## src/rtl/histogram_accum_ctrl_if.sv

```systemverilog
// rtl/histogram_accum_ctrl_if.sv - histogram accumulator RAM port bundle
// Ports:
//   ram_raddr/ram_rvalid/ram_clear : read request, clear-on-read (master -> RAM)
//   ram_rdata/ram_dvalid           : registered read data, one cycle after request (RAM -> master)
//   ram_waddr/ram_wdata/ram_wvalid : write request (master -> RAM)
interface histogram_accum_ctrl_if #(
  parameter int DATA_WIDTH    = 14,
  parameter int ADDRESS_WIDTH = 8
);
  logic [ADDRESS_WIDTH-1:0] ram_raddr;
  logic                     ram_rvalid;
  logic                     ram_clear;
  logic [DATA_WIDTH-1:0]    ram_rdata;
  logic                     ram_dvalid;
  logic [ADDRESS_WIDTH-1:0] ram_waddr;
  logic [DATA_WIDTH-1:0]    ram_wdata;
  logic                     ram_wvalid;

  modport master (
    output ram_raddr, ram_rvalid, ram_clear,
    input  ram_rdata, ram_dvalid,
    output ram_waddr, ram_wdata, ram_wvalid
  );

  modport slave (
    input  ram_raddr, ram_rvalid, ram_clear,
    output ram_rdata, ram_dvalid,
    input  ram_waddr, ram_wdata, ram_wvalid
  );
endinterface

```

## src/rtl/histogram_accum_ctrl.sv

```systemverilog
// rtl/histogram_accum_ctrl.sv - histogram accumulate / clear-on-read readout controller
// Optional feature macro: HIST_SATURATE_EN (bin counts saturate instead of wrapping).
// Ports:
//   clk, arst                      : clock, asynchronous active-high reset
//   start, frame_end               : frame control pulses
//   pix_data/pix_valid/pix_ready   : pixel bin stream in (ready only while accumulating)
//   ram                            : master side of the accumulator RAM port bundle
//   hist_addr/hist_data/hist_valid : per-bin count stream out, no backpressure
//   done                           : one-cycle pulse after the last bin is output
module histogram_accum_ctrl #(
  parameter int DATA_WIDTH    = 14,
  parameter int DATA_DEPTH    = 256,
  // Bits needed to index bin DATA_DEPTH-1.
  parameter int ADDRESS_WIDTH = $clog2(DATA_DEPTH)
) (
  input  logic                     clk,
  input  logic                     arst,
  input  logic                     start,
  input  logic                     frame_end,
  input  logic [ADDRESS_WIDTH-1:0] pix_data,
  input  logic                     pix_valid,
  output logic                     pix_ready,
  histogram_accum_ctrl_if.master   ram,
  output logic [ADDRESS_WIDTH-1:0] hist_addr,
  output logic [DATA_WIDTH-1:0]    hist_data,
  output logic                     hist_valid,
  output logic                     done
);

  typedef enum logic [2:0] {
    IDLE,
    ACCUM,
    DRAIN,
    READOUT,
    FLUSH
  } state_t;

  localparam logic [ADDRESS_WIDTH-1:0] LAST_BIN = ADDRESS_WIDTH'(DATA_DEPTH - 1);
  localparam logic [DATA_WIDTH-1:0]    CNT_MAX  = '1;

  state_t                   state;
  logic [ADDRESS_WIDTH-1:0] rd_cnt;

  // Accumulate pipeline: stage 1 holds the bin whose read data arrives this cycle.
  logic                     p1_valid;
  logic [ADDRESS_WIDTH-1:0] p1_addr;

  // Last written bin/value; covers the read that was sampled alongside that write.
  logic                     fwd_valid;
  logic [ADDRESS_WIDTH-1:0] fwd_addr;
  logic [DATA_WIDTH-1:0]    fwd_data;

  // Readout pipeline: bin index matching the read data arriving this cycle.
  logic                     ro_valid;
  logic [ADDRESS_WIDTH-1:0] ro_addr;

  logic                     pix_fire;
  logic                     upd_fire;
  logic [DATA_WIDTH-1:0]    base;
  logic [DATA_WIDTH-1:0]    incr;

  assign pix_ready = (state == ACCUM);
  assign pix_fire  = pix_valid & pix_ready;
  assign upd_fire  = p1_valid & ram.ram_dvalid;
  assign base      = (fwd_valid && (fwd_addr == p1_addr)) ? fwd_data : ram.ram_rdata;

`ifdef HIST_SATURATE_EN
  assign incr = (base == CNT_MAX) ? base : base + DATA_WIDTH'(1);
`else
  assign incr = base + DATA_WIDTH'(1);
`endif

  // Read port: the readout sweep owns it in READOUT, pixels own it in ACCUM.
  always_comb begin
    ram.ram_raddr  = '0;
    ram.ram_rvalid = 1'b0;
    ram.ram_clear  = 1'b0;
    if (state == READOUT) begin
      ram.ram_raddr  = rd_cnt;
      ram.ram_rvalid = 1'b1;
      ram.ram_clear  = 1'b1;
    end else if (pix_fire) begin
      ram.ram_raddr  = pix_data;
      ram.ram_rvalid = 1'b1;
    end
  end

  // Write port is gated so it reads as all-zero whenever no update is in flight.
  assign ram.ram_wvalid = upd_fire;
  assign ram.ram_waddr  = upd_fire ? p1_addr : '0;
  assign ram.ram_wdata  = upd_fire ? incr : '0;

  always_ff @(posedge clk or posedge arst) begin
    if (arst) begin
      state      <= IDLE;
      rd_cnt     <= '0;
      p1_valid   <= 1'b0;
      p1_addr    <= '0;
      fwd_valid  <= 1'b0;
      fwd_addr   <= '0;
      fwd_data   <= '0;
      ro_valid   <= 1'b0;
      ro_addr    <= '0;
      hist_valid <= 1'b0;
      hist_addr  <= '0;
      hist_data  <= '0;
      done       <= 1'b0;
    end else begin
      p1_valid <= pix_fire;
      if (pix_fire) begin
        p1_addr <= pix_data;
      end

      fwd_valid <= upd_fire;
      if (upd_fire) begin
        fwd_addr <= p1_addr;
        fwd_data <= incr;
      end

      ro_valid   <= (state == READOUT);
      ro_addr    <= rd_cnt;
      hist_valid <= ro_valid & ram.ram_dvalid;
      if (ro_valid && ram.ram_dvalid) begin
        hist_addr <= ro_addr;
        hist_data <= ram.ram_rdata;
      end

      done <= 1'b0;

      case (state)
        IDLE: begin
          if (start) begin
            state <= ACCUM;
          end
        end
        ACCUM: begin
          if (frame_end) begin
            state <= DRAIN;
          end
        end
        DRAIN: begin
          // The final pixel's write is on the port this cycle.
          state  <= READOUT;
          rd_cnt <= '0;
        end
        READOUT: begin
          rd_cnt <= rd_cnt + ADDRESS_WIDTH'(1);
          if (rd_cnt == LAST_BIN) begin
            state <= FLUSH;
          end
        end
        FLUSH: begin
          if (hist_valid && (hist_addr == LAST_BIN)) begin
            done  <= 1'b1;
            state <= IDLE;
          end
        end
        default: state <= IDLE;
      endcase
    end
  end

endmodule

```

## src/flat_wrapper.sv

```systemverilog
// flat-port wrapper written by rule: the top's interface ports become plain ports
module histogram_accum_ctrl_flat 
#(
  parameter int DATA_WIDTH    = 14,
  parameter int DATA_DEPTH    = 256,
                                           
  parameter int ADDRESS_WIDTH = $clog2(DATA_DEPTH)
)
  (clk, arst, start, frame_end, pix_data, pix_valid, pix_ready, hist_addr, hist_data, hist_valid, done, ram_ram_raddr, ram_ram_rvalid, ram_ram_clear, ram_ram_rdata, ram_ram_dvalid, ram_ram_waddr, ram_ram_wdata, ram_ram_wvalid);
  histogram_accum_ctrl_if #(.DATA_WIDTH(DATA_WIDTH), .ADDRESS_WIDTH(ADDRESS_WIDTH)) ram_i ();
  input  logic clk;
  input  logic arst;
  input  logic start;
  input  logic frame_end;
  input  logic [ADDRESS_WIDTH-1:0] pix_data;
  input  logic pix_valid;
  output logic pix_ready;
  output logic [ADDRESS_WIDTH-1:0] hist_addr;
  output logic [DATA_WIDTH-1:0] hist_data;
  output logic hist_valid;
  output logic done;
  output wire logic [$bits(ram_i.ram_raddr)-1:0] ram_ram_raddr;
  output wire logic [$bits(ram_i.ram_rvalid)-1:0] ram_ram_rvalid;
  output wire logic [$bits(ram_i.ram_clear)-1:0] ram_ram_clear;
  input wire logic [$bits(ram_i.ram_rdata)-1:0] ram_ram_rdata;
  input wire logic [$bits(ram_i.ram_dvalid)-1:0] ram_ram_dvalid;
  output wire logic [$bits(ram_i.ram_waddr)-1:0] ram_ram_waddr;
  output wire logic [$bits(ram_i.ram_wdata)-1:0] ram_ram_wdata;
  output wire logic [$bits(ram_i.ram_wvalid)-1:0] ram_ram_wvalid;
  assign ram_ram_raddr = ram_i.ram_raddr;
  assign ram_ram_rvalid = ram_i.ram_rvalid;
  assign ram_ram_clear = ram_i.ram_clear;
  assign ram_i.ram_rdata = ram_ram_rdata;
  assign ram_i.ram_dvalid = ram_ram_dvalid;
  assign ram_ram_waddr = ram_i.ram_waddr;
  assign ram_ram_wdata = ram_i.ram_wdata;
  assign ram_ram_wvalid = ram_i.ram_wvalid;
  histogram_accum_ctrl #(.DATA_WIDTH(DATA_WIDTH), .DATA_DEPTH(DATA_DEPTH), .ADDRESS_WIDTH(ADDRESS_WIDTH)) u_core (.clk(clk), .arst(arst), .start(start), .frame_end(frame_end), .pix_data(pix_data), .pix_valid(pix_valid), .pix_ready(pix_ready), .ram(ram_i), .hist_addr(hist_addr), .hist_data(hist_data), .hist_valid(hist_valid), .done(done));
endmodule
```

## config.mk

```make
export PLATFORM = sky130hd
export DESIGN_NAME = histogram_accum_ctrl_flat
export DESIGN_NICKNAME = d
export VERILOG_FILES = /design/src/rtl/histogram_accum_ctrl_if.sv /design/src/rtl/histogram_accum_ctrl.sv /design/src/flat_wrapper.sv
export SDC_FILE = /design/constraint.sdc
export NUM_CORES = 1
export LEC_CHECK = 0
export CORE_ASPECT_RATIO = 0.9
export CORE_UTILIZATION = 50
export CTS_CLUSTER_DIAMETER = 150
export DETAILED_ROUTE_END_ITERATION = 8
export GPL_TIMING_DRIVEN = 0
export PLACE_DENSITY = 0.85
export SYNTH_ARGS = -nofsm -noshare
export SYNTH_HDL_FRONTEND = slang
export SYNTH_SLANG_ARGS = --single-unit
```

## constraint.sdc

```tcl
create_clock -name clk -period 3.4 [get_ports clk]
set_input_delay 0.51 -clock clk [delete_from_list [all_inputs] [get_ports clk]]
set_output_delay 0.51 -clock clk [all_outputs]
set_load 0.02 [all_outputs]
```

## Yosys cells after proc, flatten, opt, wreduce, memory -nomap -nowiden

Cells that the tools add are included.
W data, S select, Z words.

- Register bits after elaboration: 76
- Latch bits: 0
- Bits in writable memories: 0
- ROM bits: 0
- Bits of input ports: 28
- Logic and storage cells: 51
- Memories kept: 0

- $add $sub $neg: 2
- Multipliers: 0
- Div/mod/pow operators: 0
- Order comparisons: 0
- Equality and inequality tests: 11
- Shift operators: 0
- Multiplexer cells: 16
- Bitwise gates (word level): 3
- Reduce and logical (&&, ||, !) cells: 6

Operators by type and width:

| cell | count |
|---|---|
| $mux W14 | 2 |
| $mux W8 | 3 |
| $eq A8 B8 Y1 const B | 2 |
| $pmux W8 S2 | 1 |
| $pmux W3 S5 | 1 |
| $add A14 B1 Y14 const B | 1 |
| $mux W3 | 4 |
| $add A8 B1 Y8 const B | 1 |
| $eq A8 B8 Y1 | 1 |
| $eq A3 B2 Y1 const B | 2 |
| $ne A2 B2 Y1 const B | 3 |
| $mux W1 | 5 |
| $reduce_and A4 Y1 | 1 |
| $and A1 B1 Y1 | 3 |
| $eq A3 B1 Y1 const B | 1 |
| $eq A3 B3 Y1 const B | 1 |
| $logic_and A1 B1 Y1 | 3 |
| $logic_not A3 Y1 | 1 |
| $ne A2 B1 Y1 const B | 1 |
| $reduce_bool A2 Y1 | 1 |

## Logic depth before layout (Yosys ltp)

- Depth in word-level cells: 5
- Gate-level depth with buffers: 13
- Gate-level depth less buffers: 12

## Least setup slack after synthesis

No wires, ideal clock.

- Path kind: reg-to-output
- Start point: reg u_core.p1_addr[4]
- End point: out ram_ram_wdata[8]
- Arrival time: 2805 ps
- Required time: 2890 ps
- Slack: 85 ps
- Cell stages (with the launch flop): 13
- Cells stage by stage: dfrtp_1 > xnor2_1 > nand4_1 > nor3_2 > buf_6 > buf_12 > mux2_2 > ha_1 > inv_1 > nor3_1 > xor2_1 > nor2_1 > a211oi_1

- Longest elaborated chain between the ends: 5

RTL lines:

| item | RTL line | RTL |
|---|---|---|
| from (decl) | histogram_accum_ctrl.sv:46 | `logic [ADDRESS_WIDTH-1:0] p1_addr;` |
| from (signal assigned) | histogram_accum_ctrl.sv:111 | `p1_addr <= pix_data;` |
| $eq A8 B8 Y1 | histogram_accum_ctrl.sv:65 | `assign base = (fwd_valid && (fwd_addr == p1_addr)) ? fwd_data : ram.ram_rdata;` |
| $logic_and A1 B1 Y1 | histogram_accum_ctrl.sv:65 |  |
| $mux W14 | histogram_accum_ctrl.sv:65 |  |
| $add A14 B1 Y14 | histogram_accum_ctrl.sv:70 | `assign incr = base + DATA_WIDTH'(1);` |
| $mux W14 | histogram_accum_ctrl.sv:91 | `assign ram.ram_wdata = upd_fire ? incr : '0;` |
| to (decl) | flat_wrapper.sv:28 | `output wire logic [$bits(ram_i.ram_wdata)-1:0] ram_ram_wdata;` |

No other way between the ends.

## Worst setup path in the final report

- Start point: reg u_core.p1_addr[4]
- End point: out ram_ram_wdata[12]

Same word-level chain as after synthesis.

==> results.txt <==
- The slowest stage of the critical path is the sky130_fd_sc_hd__dfrtp_1 cell.
* Total number of vias: between 3000 and 4000
* Delay contributed by the slowest stage of the critical path: around 0.43 ns
- The later pin in the worst-skew pair is clocked with a latency of around 0.35 ns.
- Sequential-to-total area share from yosys stat: 0.484
* Initial Utilization: 0.518
- Number of iterations in the first detailed-routing pass: 5
- GRT Overall Usage: 0.252
- In this run, CTS created clock tree buffers numbering 9.
* Overall die area: roughly 8200 µm²
* Setup Viol. Count Final: 4
* Highest-count cells in the layout ignoring fill and taps: sky130_fd_sc_hd__dfrtp_1 (76), sky130_fd_sc_hd__clkdlybuf4s50_1 (72), sky130_fd_sc_hd__mux2_2 (32)
- Power density normalized to cell area: between 400 and 500 nW/µm²
- At the placement stage, the worst setup path has a slack of -0.777 ns.
* WP data arrival: 3.01 ns
- Final hold violation count: 0
- IR analysis of the VDD net gives a maximum drop of between 0.3 and 0.4 mV.
- Placed cell areas: between 4000 and 5000 µm²
* Hold Path Class: input pin to async pin
* Reg-to-reg critical path endpoint: u_core.fwd_data[2]
* Drc violations: 0
- Global route total overflow: 0
- The total area inside the core boundary comes to roughly 7600 µm².
* Number of distinct library cells after synthesis: 43
* Category of the critical setup timing path: register to output pin
- Seq pwr share: 0.446
- Traced cell by cell, the critical path runs through xnor2_1, nand4_1, buf_4, nor3_4, buf_6, mux2_4, ha_4, inv_4, nor3_4, and3_4, mux2i_2, xnor2_1, nor2_1, buf_4.
- For the final routed database, the setup TNS stands at -0.278 ns.
- Area of combinational cells with multiple inputs: 2010 µm²
- Share of total power consumed by net switching: 0.292
* Max Fanout on Critical Path: 3
* TritonCTS clock tree: done
- In the final routed layout, each cell accounts on average for about 18 µm.
- The HPWL after detailed placement is ~7000 µm.
- Summed over all layers, the routed wires come to around 10000 µm.
- Setup Skew: just under 0.01 ns
* Average instance area after synthesis: ~11 µm²
- The library cell used most frequently in the layout, excluding fill and tap cells, is sky130_fd_sc_hd__dfrtp_1.
- Critical path startpoint category: register
- Max Root-Sink Buffers: 2
* Async S/R FF share, synth: 1.00
* Area of the mapped netlist: between 3000 and 4000 µm²
* Power share of the combinational group: 0.230
- Maximum clock frequency: approximately 280 MHz
* Time the worst path needs with I/O delays and setup: 3.52 ns
- In this run, synthesis inferred 0 flip-flops with an integrated enable.
- Headroom to the max-slew limit came out at 0.608.
- The internal portion of the total power is between 1500 and 2000 µW.
* Worst Setup SP: u_core.p1_addr[4]
- Number of max-slew violations in the final report: 0
* Failing checks: setup timing
* CTS clock-pin slew for the worst setup and hold paths: around 0.080 ns
- STA classifies the critical path endpoint as an output pin.
- Antenna Nets Post-Route: 0
* Instance count of the mapped netlist: 370
* Worst Max-Slew Pin Slew: between 0.5 and 0.6 ns
- Number of flip-flops and latches in the synthesized netlist: 76
* Layout fillers: ~540
- Proportion of layout cells with a drive suffix above 1: 0.222
- Critical Path RT: around 2.9 ns
* Clock sinks: 76
- Number of nets at the end of the flow: just over 500
* Final weighted congestion of routability-driven global placement: approximately 0.84
- Wire length of the first global-routing pass: 15700 µm
- Leak Pwr: 0.00251 µW
- The startpoint identified for the worst register-to-register timing path is u_core.p1_addr[4].
- Via/cell ratio: 5.89
* Maximum number of pins on one net before global-route repair: 59
- The die is 86.1 µm tall.
- Count of antenna diodes in the layout: 0
* Most instantiated flip-flop cell in the synthesis netlist: sky130_fd_sc_hd__dfrtp_1
- Setup slack on the critical path of the routed design comes to -0.124 ns.
- For flop-to-flop paths, the worst setup slack is around 0.52 ns.
- Summed over all nets, the switching power comes to roughly 750 µW.
* CTS Root Cell: sky130_fd_sc_hd__clkbuf_8
- Of the total power, the clock network draws 0.324.
* Area growth, synth to finish: 36.9%
* Final clock period utilization by the worst path: 1.04
* Number of levels the H-tree was split into: 3
- Final instance area: 5380 µm²
* Worst reg-to-reg path cell count: 12
- Counting every net in the synthesized netlist gives between 400 and 500.
* Width of the die: around 95 µm
- In this run the worst setup path terminates at ram_ram_wdata[12].
* Register area: around 1900 µm²
- The flow ran to the end, but the final reports show violations.
- Initial antenna violation count: 0
- Ports placed on the boundary: 86
- Count of warnings emitted by yosys: 0
* Via count of the first global-routing pass: 3206
- The tool flagged a number of max-cap violations equal to 0.
* Unrepaired setup endpoints after global routing: yes
* Drt initial violations: approximately 200
- Number of buffers added on ports: 85
* Finished Core Util: 0.710
- The floorplan has 30 rows.
[sequential cells by signal (all words and copies together), names as in the netlist, 3 cells and up]
register and flops:
u_core.fwd_data 14, u_core.hist_data 14, u_core.fwd_addr 8, u_core.hist_addr 8, u_core.p1_addr 8, u_core.rd_cnt 8, u_core.ro_addr 8, u_core.state 3
[cells in the mapped netlist (3+ instances only)]
cell type	n	share of area
sky130_fd_sc_hd__nor2_1	23	0.022
sky130_fd_sc_hd__nor3_1	11	0.014
sky130_fd_sc_hd__clkbuf_1	7	0.0067
sky130_fd_sc_hd__dfrtp_1	76	0.48
sky130_fd_sc_hd__ha_1	3	0.0096
sky130_fd_sc_hd__a21oi_1	21	0.027
sky130_fd_sc_hd__xnor2_1	17	0.038
sky130_fd_sc_hd__a21o_1	13	0.025
sky130_fd_sc_hd__buf_2	6	0.0076
sky130_fd_sc_hd__xor2_1	13	0.029
sky130_fd_sc_hd__o21ai_0	14	0.018
sky130_fd_sc_hd__a22o_1	9	0.020
sky130_fd_sc_hd__a211oi_1	7	0.013
sky130_fd_sc_hd__nand2_1	24	0.023
sky130_fd_sc_hd__inv_1	10	0.0096
sky130_fd_sc_hd__o22a_1	5	0.011
sky130_fd_sc_hd__a31oi_1	3	0.0048
sky130_fd_sc_hd__nand3_1	17	0.022
sky130_fd_sc_hd__and3_1	15	0.024
sky130_fd_sc_hd__mux2i_1	7	0.018
sky130_fd_sc_hd__nand4_1	7	0.011
sky130_fd_sc_hd__mux2_2	33	0.095
[logic make-up (layout without fill, tap and decap cells)]
family | count (synthesis) | in the layout | share of synthesized area
AO/OA/AOI/OAI | 79 | 79 | 0.138
buffers and inverters | 29 | 142 | 0.0395
flip-flops | 76 | 76 | 0.484
multiplexers | 40 | 40 | 0.112
adder cells (fa/ha/maj) | 3 | 3 | 0.00955
XOR/XNOR | 30 | 30 | 0.0669
AND/OR/NAND/NOR | 113 | 113 | 0.150
[routing by layer]
layer  track usage  wire [µm]  vias up
met4        0.0841        124        0
met2         0.405       4940      168
met5             0          0        -
met1         0.338       4430     1674
met3        0.0567        762       18
li1              -          -     1549
[power groups by stage]
stage	Sequential, µW	Clock (µW)	Combinational, µW
global route	1160	888	631
floorplan	1190	0	240
finish	1150	836	592
global placement	1150	0	553
detailed placement	1160	0	571
CTS	1150	848	581
[timing repair]
action | 4_1_cts | 5_1_grt
endpoints found under the hold margin | 0 | 0
endpoints found under the setup margin | 9 | 8
pin swaps | 6 | 7
resized for setup | 34 | 31
buffers inserted | 5 | 7
hold buffers | 0 | 0
cloned | 0 | 0
[through the flow]
step | instances | hold slack [ns] | power, µW
5_1_grt | 579 | 0.488 | 2680
3_5_place_dp | 552 | 0.464 | 1740
4_1_cts | 573 | 0.461 | 2580
2_1_floorplan | 370 | 0.417 | 1430
3_3_place_gp | 551 | 0.459 | 1710
6_report | 579 | 0.460 | 2580
[how the worst min path moves through the flow]
stage / end / slack, ns / cells after the start / startpoint
global placement: u_core.hist_addr[6] / 0.46 / 1 / u_core.ro_addr[6]
detailed placement: u_core.hist_addr[6] / 0.46 / 1 / u_core.ro_addr[6]
finish: u_core.hist_data[6] / 0.46 / 2 / arst
floorplan: u_core.ro_addr[1] / 0.42 / 0 / u_core.rd_cnt[1]
CTS: u_core.hist_data[6] / 0.46 / 2 / arst
global route: u_core.hist_data[6] / 0.49 / 2 / arst
[layout make-up]
cell class,instances,area share
Buffer,17,0.0174
Inverter,11,0.00860
Sequential cell,76,0.353
Multi-Input combinational cell,265,0.373
Clock inverter,6,0.0209
Timing Repair Buffer,98,0.181
Tap cell,96,0.0223
Clock buffer,10,0.0237
[worst max-delay path: cells and delay by family, from the launching register on]
family / cells / cell delay (ns)
xor gates and xnor gates: 2 / 0.32
adders and majority gates: 1 / 0.19
buffers and inverters: 4 / 0.58
DFF: 1 / 0.43
muxes: 2 / 0.51
and+or+nand+nor: 5 / 0.61
No activity file was read; power rests on OpenSTA's default activity.
